===== src/rtl/psram_op_arbiter.sv =====
// Purpose : chip-init sequencer plus round-robin arbiter between two requesters
//           (port 0 = capture writer, port 1 = readback/upload) and the Octal
//           PSRAM operator's Op_Code/Op_Done handshake, with a hung-op watchdog.
// Latency : request sampled in IDLE -> operator code next cycle -> oAckN one
//           cycle after iOp_Done. An illegal op is acked the cycle after sampling.
// Backpressure: requesters hold iReqN with stable fields until oAckN. Only one
//           op is in flight, and oOp_Code stays 0 for GAP_CYC cycles between ops.
// Ports   : iClk/iRst       clock, synchronous active-high reset
//           iReqN/iOpN/iAddrN/iDataN, oAckN   requester side (N = 0, 1)
//           oRdData         read data, valid in the oAck cycle of a read
//           oReady/oErr     init done / sticky timeout flag
//           oOp_Code/oAddress/oData, iOp_Done/iData_o   operator side
module psram_op_arbiter #(
  parameter int TIMEOUT_CYC = 65535,
  parameter int GAP_CYC     = 2
) (
  input  logic        iClk,
  input  logic        iRst,
  input  logic        iReq0,
  input  logic [2:0]  iOp0,
  input  logic [31:0] iAddr0,
  input  logic [15:0] iData0,
  output logic        oAck0,
  input  logic        iReq1,
  input  logic [2:0]  iOp1,
  input  logic [31:0] iAddr1,
  input  logic [15:0] iData1,
  output logic        oAck1,
  output logic [15:0] oRdData,
  output logic        oReady,
  output logic        oErr,
  output logic [2:0]  oOp_Code,
  input  logic        iOp_Done,
  output logic [31:0] oAddress,
  output logic [15:0] oData,
  input  logic [15:0] iData_o
);

  localparam int WD_W = $clog2(TIMEOUT_CYC + 1);
  localparam int GP_W = (GAP_CYC > 1) ? $clog2(GAP_CYC) : 1;
  localparam logic [WD_W-1:0] WD_LAST  = WD_W'(TIMEOUT_CYC - 1);
  localparam logic [GP_W-1:0] GAP_LAST = GP_W'(GAP_CYC - 1);

  localparam logic [2:0] S_INIT_RST = 3'd0;
  localparam logic [2:0] S_INIT_MR  = 3'd1;
  localparam logic [2:0] S_IDLE     = 3'd2;
  localparam logic [2:0] S_RUN      = 3'd3;
  localparam logic [2:0] S_GAP      = 3'd4;

  localparam logic [2:0] OP_NONE = 3'd0;
  localparam logic [2:0] OP_RST  = 3'd1;
  localparam logic [2:0] OP_MR   = 3'd2;
  localparam logic [2:0] OP_WR   = 3'd4;
  localparam logic [2:0] OP_RD   = 3'd5;

  logic [2:0]      r_state;
  logic [2:0]      r_gap_next;   // state entered when the gap expires
  logic [GP_W-1:0] r_gap;
  logic [WD_W-1:0] r_wd;
  logic            r_last;       // port granted last; reset value 1 favours port 0
  logic            r_win;
  logic            r_ack0;
  logic            r_ack1;
  logic [15:0]     r_rd;
  logic            r_ready;
  logic            r_err;
  logic [2:0]      r_code;
  logic [31:0]     r_addr;
  logic [15:0]     r_data;

  logic            w_win;
  logic [2:0]      w_op;
  logic            w_legal;
  logic            w_acking;
  logic            w_wd_hit;

  // Both requesting: the port not granted last wins; otherwise the lone requester.
  assign w_win    = (iReq0 & iReq1) ? ~r_last : iReq1;
  assign w_op     = w_win ? iOp1 : iOp0;
  assign w_legal  = (w_op == OP_WR) || (w_op == OP_RD);
  // A requester drops iReq during its ack cycle, so IDLE must not sample then.
  assign w_acking = r_ack0 | r_ack1;
  assign w_wd_hit = (r_wd == WD_LAST);

  always_ff @(posedge iClk) begin
    if (iRst) begin
      r_state    <= S_INIT_RST;
      r_gap_next <= S_INIT_RST;
      r_gap      <= '0;
      r_wd       <= '0;
      r_last     <= 1'b1;
      r_win      <= 1'b0;
      r_ack0     <= 1'b0;
      r_ack1     <= 1'b0;
      r_rd       <= '0;
      r_ready    <= 1'b0;
      r_err      <= 1'b0;
      r_code     <= OP_NONE;
      r_addr     <= '0;
      r_data     <= '0;
    end else begin
      r_ack0 <= 1'b0;
      r_ack1 <= 1'b0;
      case (r_state)
        S_INIT_RST, S_INIT_MR: begin
          if (r_code == OP_NONE) begin
            // Only reachable straight out of reset: launch the init command.
            r_code <= (r_state == S_INIT_RST) ? OP_RST : OP_MR;
            r_wd   <= '0;
          end else if (iOp_Done) begin
            r_code     <= OP_NONE;
            r_state    <= S_GAP;
            r_gap      <= GAP_LAST;
            r_gap_next <= (r_state == S_INIT_RST) ? S_INIT_MR : S_IDLE;
            r_wd       <= '0;
          end else if (w_wd_hit) begin
            r_code     <= OP_NONE;
            r_err      <= 1'b1;
            r_ready    <= 1'b0;
            r_state    <= S_GAP;
            r_gap      <= GAP_LAST;
            r_gap_next <= S_INIT_RST;
            r_wd       <= '0;
          end else begin
            r_wd <= r_wd + WD_W'(1);
          end
        end
        S_IDLE: begin
          if ((iReq0 | iReq1) && !w_acking) begin
            r_win  <= w_win;
            r_addr <= w_win ? iAddr1 : iAddr0;
            r_data <= w_win ? iData1 : iData0;
            if (w_legal) begin
              r_code  <= w_op;
              r_state <= S_RUN;
              r_wd    <= '0;
            end else begin
              // Illegal op: acknowledge without touching the operator or the gap.
              r_ack0 <= ~w_win;
              r_ack1 <= w_win;
              r_last <= w_win;
            end
          end
        end
        S_RUN: begin
          if (iOp_Done) begin
            r_ack0     <= ~r_win;
            r_ack1     <= r_win;
            if (r_code == OP_RD) r_rd <= iData_o;
            r_last     <= r_win;
            r_code     <= OP_NONE;
            r_state    <= S_GAP;
            r_gap      <= GAP_LAST;
            r_gap_next <= S_IDLE;
            r_wd       <= '0;
          end else if (w_wd_hit) begin
            // Hung operator: release the requester, then re-initialise the chip.
            r_ack0     <= ~r_win;
            r_ack1     <= r_win;
            r_code     <= OP_NONE;
            r_err      <= 1'b1;
            r_ready    <= 1'b0;
            r_state    <= S_GAP;
            r_gap      <= GAP_LAST;
            r_gap_next <= S_INIT_RST;
            r_wd       <= '0;
          end else begin
            r_wd <= r_wd + WD_W'(1);
          end
        end
        S_GAP: begin
          if (r_gap == '0) begin
            r_state <= r_gap_next;
            r_wd    <= '0;
            case (r_gap_next)
              S_INIT_RST: r_code  <= OP_RST;
              S_INIT_MR:  r_code  <= OP_MR;
              default:    r_ready <= 1'b1;
            endcase
          end else begin
            r_gap <= r_gap - GP_W'(1);
          end
        end
        default: begin
          r_state <= S_INIT_RST;
          r_code  <= OP_NONE;
        end
      endcase
    end
  end

  assign oAck0    = r_ack0;
  assign oAck1    = r_ack1;
  assign oRdData  = r_rd;
  assign oReady   = r_ready;
  assign oErr     = r_err;
  assign oOp_Code = r_code;
  assign oAddress = r_addr;
  assign oData    = r_data;

endmodule


===== config.mk =====
export PLATFORM = sky130hd
export DESIGN_NAME = psram_op_arbiter
export DESIGN_NICKNAME = d
export VERILOG_FILES = /design/src/rtl/psram_op_arbiter.sv
export SDC_FILE = /design/constraint.sdc
export NUM_CORES = 1
export LEC_CHECK = 0
export CORE_MARGIN = 5
export CORE_UTILIZATION = 25
export CTS_BUF_LIST = sky130_fd_sc_hd__clkbuf_8 sky130_fd_sc_hd__clkbuf_16
export CTS_CLUSTER_SIZE = 30
export DETAILED_ROUTE_END_ITERATION = 12
export DONT_BUFFER_PORTS = 1
export GPL_TIMING_DRIVEN = 0
export PLACE_DENSITY = 0.38
export SETUP_SLACK_MARGIN = 0.1
export SYNTH_ARGS = -nofsm -noshare
export SYNTH_HDL_FRONTEND = slang
export SYNTH_SLANG_ARGS = --single-unit
export TNS_END_PERCENT = 10

===== constraint.sdc =====
create_clock -name iClk -period 2.73 [get_ports iClk]
set_clock_uncertainty 0.15 [all_clocks]
set_input_delay 0.1365 -clock iClk [delete_from_list [all_inputs] [get_ports iClk]]
set_output_delay 0.1365 -clock iClk [all_outputs]
set_load 0.01 [all_outputs]

==> results of run 1 <==
-- worst min path at each step --
stage	startpoint	end	slack (ns)
6_report	iData0[4]	oData[4]	-0.004
5_1_grt	iOp1[1]	oOp_Code[1]	0.04
3_5_place_dp	iData_o[2]	oRdData[2]	0.14
2_1_floorplan	iData_o[0]	oRdData[0]	0.13
4_1_cts	iOp1[1]	oOp_Code[1]	0.002
3_3_place_gp	iData_o[14]	oRdData[14]	0.14
-- final cells by class --
| class | instances | area, um2 | share of cell area (%) |
|---|---|---|---|
| well taps | 225 | 281.5 | 4.530 |
| multi-input cells | 341 | 2323 | 37.39 |
| inverters | 4 | 15.01 | 0.2416 |
| clock inverters | 6 | 75.07 | 1.208 |
| flip-flops and latches | 96 | 1922 | 30.92 |
| repair buffers | 119 | 1191 | 19.17 |
| clock buffers | 10 | 239.0 | 3.845 |
| plain buffers | 33 | 167.7 | 2.698 |
-- sequential cells by signal, indices dropped and copies added, names as in the netlist, 3 cells and up --
| register | cells |
|---|---|
| r_gap_next | 3 |
| oAddress | 32 |
| r_state | 3 |
| r_wd | 16 |
| oOp_Code | 3 |
| oData | 16 |
| oRdData | 16 |
-- kinds of logic (layout without fill, tap and decap cells) --
family                     Yosys count  in the layout  synth area share [%]
AOI/OAI and AO/OA                  112            112                 17.97
xor gates and xnor gates             1              1                0.1982
adders and majority gates            2              2                0.5660
and+or+nand+nor                    156            156                 17.86
DFF                                 96             96                 43.48
buffers and inverters               37            172                 4.076
muxes                               70             70                 15.85
-- cell usage after synthesis, types with 2 or more instances --
master | number | area, um2
nand4_1 | 7 | 43.79
clkbuf_1 | 11 | 41.29
o21a_1 | 2 | 15.01
nand3b_1 | 3 | 22.52
nand3_1 | 11 | 55.05
nor4_1 | 2 | 12.51
nand2b_1 | 4 | 25.02
nand2_1 | 10 | 37.54
dfxtp_1 | 96 | 1922
inv_1 | 4 | 15.01
or4_1 | 4 | 30.03
nor3_1 | 8 | 40.04
and2_1 | 2 | 12.51
nor2_1 | 77 | 289.0
or3_1 | 10 | 62.56
a32oi_1 | 2 | 17.52
a22o_1 | 4 | 35.03
buf_4 | 3 | 22.52
a211oi_1 | 49 | 367.9
o21ai_0 | 14 | 70.07
and3_1 | 3 | 18.77
a21oi_1 | 17 | 85.08
or2_2 | 2 | 12.51
o31ai_1 | 5 | 37.54
nor2b_1 | 2 | 12.51
a211o_1 | 3 | 26.28
a21o_1 | 2 | 15.01
ha_1 | 2 | 25.02
buf_2 | 18 | 90.09
o211a_1 | 2 | 20.02
mux2i_1 | 70 | 700.7
-- power groups by stage --
stage	sequential (mW)	combinational (mW)	clock (mW)
2_1_floorplan	1.98	0.960	0
3_5_place_dp	2.09	1.24	0
4_1_cts	2.05	1.43	1.40
5_1_grt	2.09	1.60	1.45
3_3_place_gp	2.09	1.22	0
6_report	2.05	1.43	1.34
-- timing repair --
item	in CTS	in global routing
resized for setup	0	2
setup endpoints to repair	0	24
hold endpoints to repair	76	0
hold buffers	119	0
-- routing by layer --
metal,vias to the layer above,global-route usage [%],wire length [um]
li1,2011,-,-
met1,1891,16.72,6069
met2,142,23.57,7259
met3,19,4.823,1097
met4,0,4.552,252
met5,-,0,0
-- through the flow --
stage	setup WS, ns	hold WS [ns]
3_3_place_gp	0.2071	0.1371
5_1_grt	0.04081	0.03562
6_report	0.2414	-0.004360
4_1_cts	0.1620	0.002246
2_1_floorplan	0.5803	0.1337
3_5_place_dp	0.1803	0.1426
-- worst reg2reg max path, cell delays in order, from the launching register on --
cell and delay, ns:
dfxtp_1 0.31, a21boi_0 0.25, buf_2 0.37, buf_2 0.40, mux2i_1 0.13, dlygate4sd3_1 0.57
a211oi_1 0.23
==> reports/metrics.yaml, run 1 <==
floorplanning:
  io_pins: 194
  dieArea_mm2: 0.02044
  initial_core_util_pct: 25.56
  die_h_um: 143.0
  die_x_um: 143.0
  coreArea_mm2: 0.01730
  rows: 48
sta:
  relSlewSlack_pct: 54.42
  max_slew.worst_pin.slew_ns: 0.6836
  setup_viol_count_final: 0
  fin_setup_tns_ns: 0
  fin_hold_ws_ns: -0.004360
  fmax_mhz: 401.8
  grt_setup_unrepaired: "yes"
  report.final.hold_viol_count: 1
  fin_crit_sh_pct: 91.16
  period_needed_ns: 2.489
  drv_slew: 0
logic_synthesis:
  synth_area_per_cell_um2: 9.326
  synth_edf_count: 0
  postSynthCellCount: 474
  yosysWarnings: 0
  ys_types: 56
  synth_flop_cell: "dfxtp_1"
  syn-num-nets: 599
  synth_async_sr_flop_share_pct: 0
  synth_area_mm2: 0.004420
  ys_seq_elements: 96
  ys_seq_area_share_pct: 43.48
clocking:
  htreeDepth: 3
  postCtsSetupRepairBufs: 0
  clock_sinks: 96
  cts_buffer_depth: 2
  cts_made_buffers: 9
  clk_pin_slew_ns: 0.07
  cts_tree: "built"
  clkLatencyLatePin_ns: 0.34
  root_buffer: "clkbuf_16"
critical_path:
  startpoint_type: "register"
  cp_common_cell: "buf_2"
  reg2reg_to: "oData[13]"
  r2r_start: "r_last"
  end_kind: "register"
  worstSetupPathType: "reg -> reg"
  cp_num_cells: 6
  startpoint: "r_last"
  cpPeakStageDelay_ns: 0.57
  cp_max_fo: 10
  reg2reg_depth: 6
  rrSetupSlack_ns: 0.24
  worst_ep_required_time_ns: 2.84
  crit_chain: "a21boi_0 > buf_2 > buf_2 > mux2i_1 > dlygate4sd3_1 > a211oi_1"
  path_buf_inv: 3
  cp_top_family: "buffers and inverters"
  crit_path_end: "oData[13]"
  cpMaxStageDelayCell: "dlygate4sd3_1"
  cp.arrival_ns: 2.60
finish:
  mostFrequentLayoutCell: "dlygate4sd3_1"
  fin_nets: 729
  stdcell_area_mm2: 0.006215
  final_util_pct: 35.93
  drive_gt1_share_pct: 8.867
  num-fill-cells: 1761
  instances_no_fill: 834
  areaGrowthSynthToFinish_pct: 40.59
  final_cell_mix: "dlygate4sd3_1, dfxtp_1, nor2_1, mux2i_1, a211oi_1"
  diodes: 0
route:
  drt.antenna.violating_nets: 0
  viasPerCell: 4.872
  wl_per_cell_um: 17.60
  vias: 4063
  drtIter0Drc: 182
  drc: 0
  wirelength_um: 14680
  firstDrtPassIters: 4
power_and_ir_drop:
  p_comb_share_pct: 29.7
  seq_power_share_pct: 42.5
  p_switching_mw: 1.727
  p_int_mw: 3.100
  ir_drop_v: 0.0002771
  p_clk_share_pct: 27.8
  power.density_mw_per_mm2: 776.6
  netSwitchingFraction_pct: 35.78
  p_total_mw: 4.827
  power.leakage_nw: 2.177
global_routing:
  grt_max_degree: 18
  antenna_found_initial: 0
  grt-ovfl-total: 0
  grt_pass1_vias: 4234
  grt_pass1_wl_um: 22630
  track_usage_pct: 13.99
flow_run:
  maxCapViolations: 0
hold_path:
  min_delay_path_depth: 2
  hp-class: "in -> reg"
place:
  gp_congestion: 0.7803
  port_buffers: 0
  hpwl_um: 10140
  dpl_cell_area_mm2: 0.004702
  place_inst: 699
run_status:
  failed_checks: "negative hold slack"
  status: "finished, violations left"
Note: power is estimated with default switching activity, not from simulation.
==> run 2: changes to the inputs <==
--- a/config.mk
+++ b/config.mk
@@ -5,6 +5,7 @@
 export SDC_FILE = /design/constraint.sdc
 export NUM_CORES = 1
 export LEC_CHECK = 0
+export CORE_ASPECT_RATIO = 0.5
 export CORE_MARGIN = 5
 export CORE_UTILIZATION = 25
 export CTS_BUF_LIST = sky130_fd_sc_hd__clkbuf_8 sky130_fd_sc_hd__clkbuf_16
==> reports/metrics.yaml, run 2 (synthesis gave the netlist of run 1 again) <==
sta:
  period_needed_ns: 2.519  # +0.03002 ns
  setup_viol_count_final: 0  # unchanged
  drv_slew: 0  # unchanged
  fin_hold_ws_ns: 0.1830  # +0.1874 ns
  relSlewSlack_pct: 54.49  # +0.068 points
  report.final.hold_viol_count: 0  # -1
  fmax_mhz: 397.0  # -1.2%
  fin_ws_ns: 0.2114  # -0.03002 ns
  grt_setup_unrepaired: "yes"
  fin_crit_sh_pct: 92.26  # +1.1 points
  max_slew.worst_pin.slew_ns: 0.6826  # -0.001023 ns
  fin_setup_tns_ns: 0  # unchanged
finish:
  fin_nets: 732  # +0.41%
  mostFrequentLayoutCell: "dlygate4sd3_1"
  instances_no_fill: 846  # +1.4%
  largest_register_ffs: 32  # unchanged
  drive_gt1_share_pct: 8.660  # -0.21 points
  diodes: 0  # unchanged
  final_util_pct: 36.18  # +0.25 points
  final_cell_mix: "dlygate4sd3_1, dfxtp_1, nor2_1, mux2i_1, a211oi_1"
  areaGrowthSynthToFinish_pct: 42.06
  stdcell_area_mm2: 0.006280  # +1.0%
place:
  dp_slack_ns: 0.3161  # +0.1359 ns
  port_buffers: 0  # unchanged
  gp_congestion: 0.7495  # -3.9%
  place_inst: 708  # +1.3%
  dpl_cell_area_mm2: 0.004713  # +0.24%
  hpwl_um: 9784  # -3.5%
critical_path:
  crit_chain: "a21boi_0 > clkbuf_4 > buf_2 > mux2i_1 > dlygate4sd3_1 > a211oi_1"
  worst_ep_required_time_ns: 2.79  # -0.05 ns
  cpPeakStageDelay_ns: 0.58  # about the same
  cpMaxStageDelayCell: "dlygate4sd3_1"
  cp_max_fo: 10  # unchanged
  end_kind: "register"
  startpoint_type: "register"
  cp.arrival_ns: 2.58  # -0.02 ns
  worstSetupPathType: "reg -> reg"
  reg2reg_depth: 6  # unchanged
global_routing:
  grt-ovfl-total: 0  # unchanged
  grt_max_degree: 17  # -1
  track_usage_pct: 13.96  # -0.022 points
  grt_pass1_wl_um: 23290  # +2.9%
  antenna_found_initial: 0  # unchanged
  grt_pass1_vias: 4259  # +0.59%
floorplanning:
  initial_core_util_pct: 25.47  # -0.088 points
  rows: 34  # -29%
  dieArea_mm2: 0.02060  # +0.78%
  coreArea_mm2: 0.01736  # +0.35%
  io_pins: 194  # unchanged
  die_x_um: 198.1  # +39%
  die_h_um: 104.0  # -27%
route:
  drt.antenna.violating_nets: 0  # unchanged
  vias: 4043  # -0.49%
  viasPerCell: 4.779  # -1.9%
  drtIter0Drc: 125  # -31%
  firstDrtPassIters: 4  # unchanged
  wl_per_cell_um: 17.11  # -2.8%
  drc: 0  # unchanged
  wirelength_um: 14470  # -1.4%
power_and_ir_drop:
  power.density_mw_per_mm2: 790.2  # +1.7%
  ir_drop_v: 0.0004293  # +55%
  power.leakage_nw: 2.205  # +1.3%
  p_total_mw: 4.962  # +2.8%
clocking:
  cts_buffer_depth: 2  # unchanged
  clkLatencyLatePin_ns: 0.35  # about the same
  htreeDepth: 3  # unchanged
  clk_pin_slew_ns: 0.07  # about the same
  root_buffer: "clkbuf_16"
  cts_tree: "built"
  cts_made_buffers: 9  # unchanged
  clock_sinks: 96  # unchanged
flow_run:
  maxCapViolations: 0  # unchanged
hold_path:
  hp-class: "in -> reg"
  min_delay_path_depth: 4  # +2
run_status:
  status: "finished clean"
run 2: changes by cell type in the layout (fill, tap and decap cells not counted):
cell | before | now
inv_8 | 1 | 0
nor3b_2 | 2 | 1
clkinv_2 | 0 | 2
bufinv_16 | 1 | 3
clkinv_4 | 1 | 0
clkinvlp_4 | 1 | 0
nor3b_1 | 0 | 1
dlygate4sd3_1 | 119 | 122
clkbuf_8 | 1 | 0
run 2: power by group:
part / switching (mW) / internal (mW)
logic: 0.758 / 0.677
registers: 0.371 / 1.68
clock network: 0.578 / 0.900
total: 1.71 / 3.26
run 2: final timing paths:
path | startpoint | endpoint | slack [ns]
worst max-delay path | r_last | oData[14] | 0.21
worst min-delay path | iReq0 | r_last | 0.18
worst max register to register | r_last | oData[14] | 0.21
worst min register to register | r_wd[15] | r_wd[15] | 0.35
run 2: area by class of cell:
cell class	count	area (um2)
multi-input combinational	341	2318
sequential	96	1922
clock inverter	7	117.6
clock buffer	9	225.2
fill	1799	11080
tap	234	292.8
buffer	33	167.7
inverter	4	15.01
timing repair buffer	122	1221
run 2: repair_timing:
action                     CTS  global route
hold endpoints to repair    79             0
buffers inserted             0             0
hold buffers               122             0
setup endpoints to repair    0            15
gates resized for setup      0             1
run 2: layer usage:
metal	global-route usage, %	vias up	routed length (um)
li1	-	2016	-
met1	16.41	1922	6122
met2	24.68	91	7496
met3	4.304	14	673
met4	3.635	0	180
met5	0	-	0
run 2: critical path: cells and delay by family (launching register included):
kind                   cells  cell delay, ns
AO/OA/AOI/OAI              2            0.37
buffers and inverters      3            1.29
multiplexers               1            0.26
flip-flops                 1            0.31
==> run 3: changes to the inputs <==
--- a/config.mk
+++ b/config.mk
@@ -14,7 +14,9 @@
 export DONT_BUFFER_PORTS = 1
 export GPL_TIMING_DRIVEN = 0
 export PLACE_DENSITY = 0.38
+export RECOVER_POWER = 50
 export SETUP_SLACK_MARGIN = 0.1
+export SKIP_LAST_GASP = 1
 export SYNTH_ARGS = -nofsm -noshare
 export SYNTH_HDL_FRONTEND = slang
 export SYNTH_SLANG_ARGS = --single-unit
==> reports/metrics.yaml, run 3 (synthesis gave the netlist of run 1 again) <==
sta:
  fin_setup_tns_ns: 0  # unchanged
  fin_crit_sh_pct: 91.57  # -0.69 points
  period_needed_ns: 2.500  # -0.01879 ns
  grt_setup_unrepaired: "yes"
  setup_viol_count_final: 0  # unchanged
  drv_slew: 0  # unchanged
  fin_hold_ws_ns: 0.1833  # +0.0002300 ns
  relSlewSlack_pct: 54.43  # -0.061 points
  fmax_mhz: 400.0  # +0.75%
  max_slew.worst_pin.slew_ns: 0.6835  # +0.0009095 ns
  report.final.hold_viol_count: 0  # unchanged
route:
  vias: 4059  # +0.40%
  firstDrtPassIters: 5  # +1
  drt.antenna.violating_nets: 0  # unchanged
  wl_per_cell_um: 17.10  # about the same
  drtIter0Drc: 145  # +16%
  viasPerCell: 4.798  # +0.40%
  drc: 0  # unchanged
  wirelength_um: 14460  # about the same
critical_path:
  cp_top_family: "buffers and inverters"
  path_buf_inv: 3  # unchanged
  cp_max_fo: 10  # unchanged
  cp_num_cells: 6  # unchanged
  cpPeakStageDelay_ns: 0.58  # about the same
  reg2reg_to: "oData[14]"
  end_kind: "register"
  reg2reg_depth: 6  # unchanged
  cp.arrival_ns: 2.56  # -0.02 ns
  cpMaxStageDelayCell: "dlygate4sd3_1"
  worstSetupPathType: "reg -> reg"
  rrSetupSlack_ns: 0.23  # +0.02 ns
  crit_chain: "a21boi_0 > clkbuf_4 > buf_2 > mux2i_1 > dlygate4sd3_1 > a211oi_1"
  worst_ep_required_time_ns: 2.79  # about the same
  r2r_start: "r_last"
  startpoint_type: "register"
clocking:
  clk_pin_slew_ns: 0.07  # about the same
  cts_made_buffers: 9  # unchanged
  root_buffer: "clkbuf_16"
  clock_sinks: 96  # unchanged
  clkLatencyLatePin_ns: 0.35  # about the same
  htreeDepth: 3  # unchanged
  cts_tree: "built"
  cts_buffer_depth: 2  # unchanged
place:
  hpwl_um: 9784  # unchanged
  place_inst: 708  # unchanged
  gp_congestion: 0.7495  # unchanged
  port_buffers: 0  # unchanged
power_and_ir_drop:
  p_switching_mw: 1.702  # -0.22%
  power.density_mw_per_mm2: 789.7  # about the same
  ir_drop_v: 0.0004292  # about the same
  seq_power_share_pct: 41.4  # about the same
  p_comb_share_pct: 28.9  # about the same
  p_int_mw: 3.255  # about the same
  netSwitchingFraction_pct: 34.34  # -0.041 points
  power.leakage_nw: 2.208  # +0.12%
  p_total_mw: 4.957  # about the same
  p_clk_share_pct: 29.8  # about the same
global_routing:
  grt_pass1_vias: 4259  # unchanged
  grt-ovfl-total: 0  # unchanged
  track_usage_pct: 13.96  # unchanged
  antenna_found_initial: 0  # unchanged
  grt_max_degree: 17  # unchanged
  grt_pass1_wl_um: 23290  # unchanged
floorplanning:
  coreArea_mm2: 0.01736  # unchanged
  die_x_um: 198.1  # unchanged
  initial_core_util_pct: 25.47  # unchanged
  io_pins: 194  # unchanged
  rows: 34  # unchanged
  die_h_um: 104.0  # unchanged
  dieArea_mm2: 0.02060  # unchanged
finish:
  mostFrequentLayoutCell: "dlygate4sd3_1"
  final_cell_mix: "dlygate4sd3_1, dfxtp_1, nor2_1, mux2i_1, a211oi_1"
  num-fill-cells: 1800  # +0.056%
  largest_register_ffs: 32  # unchanged
  seqCellArea_mm2: 0.001922  # unchanged
  fin_nets: 732  # unchanged
  final_util_pct: 36.17  # about the same
  drive_gt1_share_pct: 8.333  # -0.33 points
  multi_input_area_mm2: 0.002316  # -0.11%
  diodes: 0  # unchanged
  areaGrowthSynthToFinish_pct: 42.00  # about the same
  instances_no_fill: 846  # unchanged
run_status:
  status: "finished clean"
hold_path:
  hp-class: "in -> reg"
  min_delay_path_depth: 4  # unchanged
  worstHoldEndpoint: "r_last"
  min_from: "iReq0"
flow_run:
  maxCapViolations: 0  # unchanged
## run 3: cell counts in the layout (fill, tap and decap cells not counted)
Identical to the previous run, type by type.
## run 3: power by group through the flow
stage          combinational [mW]  sequential, mW  clock [mW]
2_1_floorplan               0.960            1.98           0
3_3_place_gp                 1.23            2.10           0
6_report                     1.43            2.05        1.48
4_1_cts                      1.43            2.06        1.55
5_1_grt                      1.59            2.09        1.60
3_5_place_dp                 1.23            2.09           0
## run 3: worst max-delay path by stage
stage | to | startpoint
floorplan | r_wd[13] | r_wd[0]
global placement | r_wd[11] | r_state[1]
detailed placement | oAddress[24] | r_state[1]
CTS | oAddress[17] | r_last
global route | oAddress[26] | r_state[1]
finish | oData[14] | r_last
## run 3: stage by stage
stage | setup WS [ns] | instance area, um2
final | 0.2302 | 6277
after global routing | 0.08577 | 6277
after CTS | 0.1642 | 6277
after detailed placement | 0.3161 | 4713
after global placement | 0.2280 | 4713
after floorplan | 0.5803 | 4420
## run 3: worst reg2reg max path, stage by stage, from the launching register on
cell and delay [ns]:
dfxtp_1 0.31, a21boi_0 0.29, clkbuf_4 0.34, buf_2 0.36
mux2i_1 0.27, dlygate4sd3_1 0.58, a211oi_1 0.07
## run 3: layer usage
layer  track usage (%)  share of wire (%)
met5                 0                  0
met4             3.635                1.1
met3             4.304                4.8
met2             24.68                 52
met1             16.41                 42
## run 3: repair_timing
item                                   CTS  global route
resized for setup                        0             1
setup endpoints to repair                0            15
setup buffers                            0             0
endpoints found under the hold margin   79             0
hold buffers                           122             0
## run 3: cell type report
| cell class | instances | area share (%) |
|---|---|---|
| buffer | 33 | 2.671 |
| clock buffer | 9 | 3.588 |
| clock inverter | 7 | 1.874 |
| inverter | 4 | 0.2392 |
| multi-input combinational | 341 | 36.89 |
| sequential | 96 | 30.62 |
| tap | 234 | 4.664 |
| timing repair buffer | 122 | 19.45 |
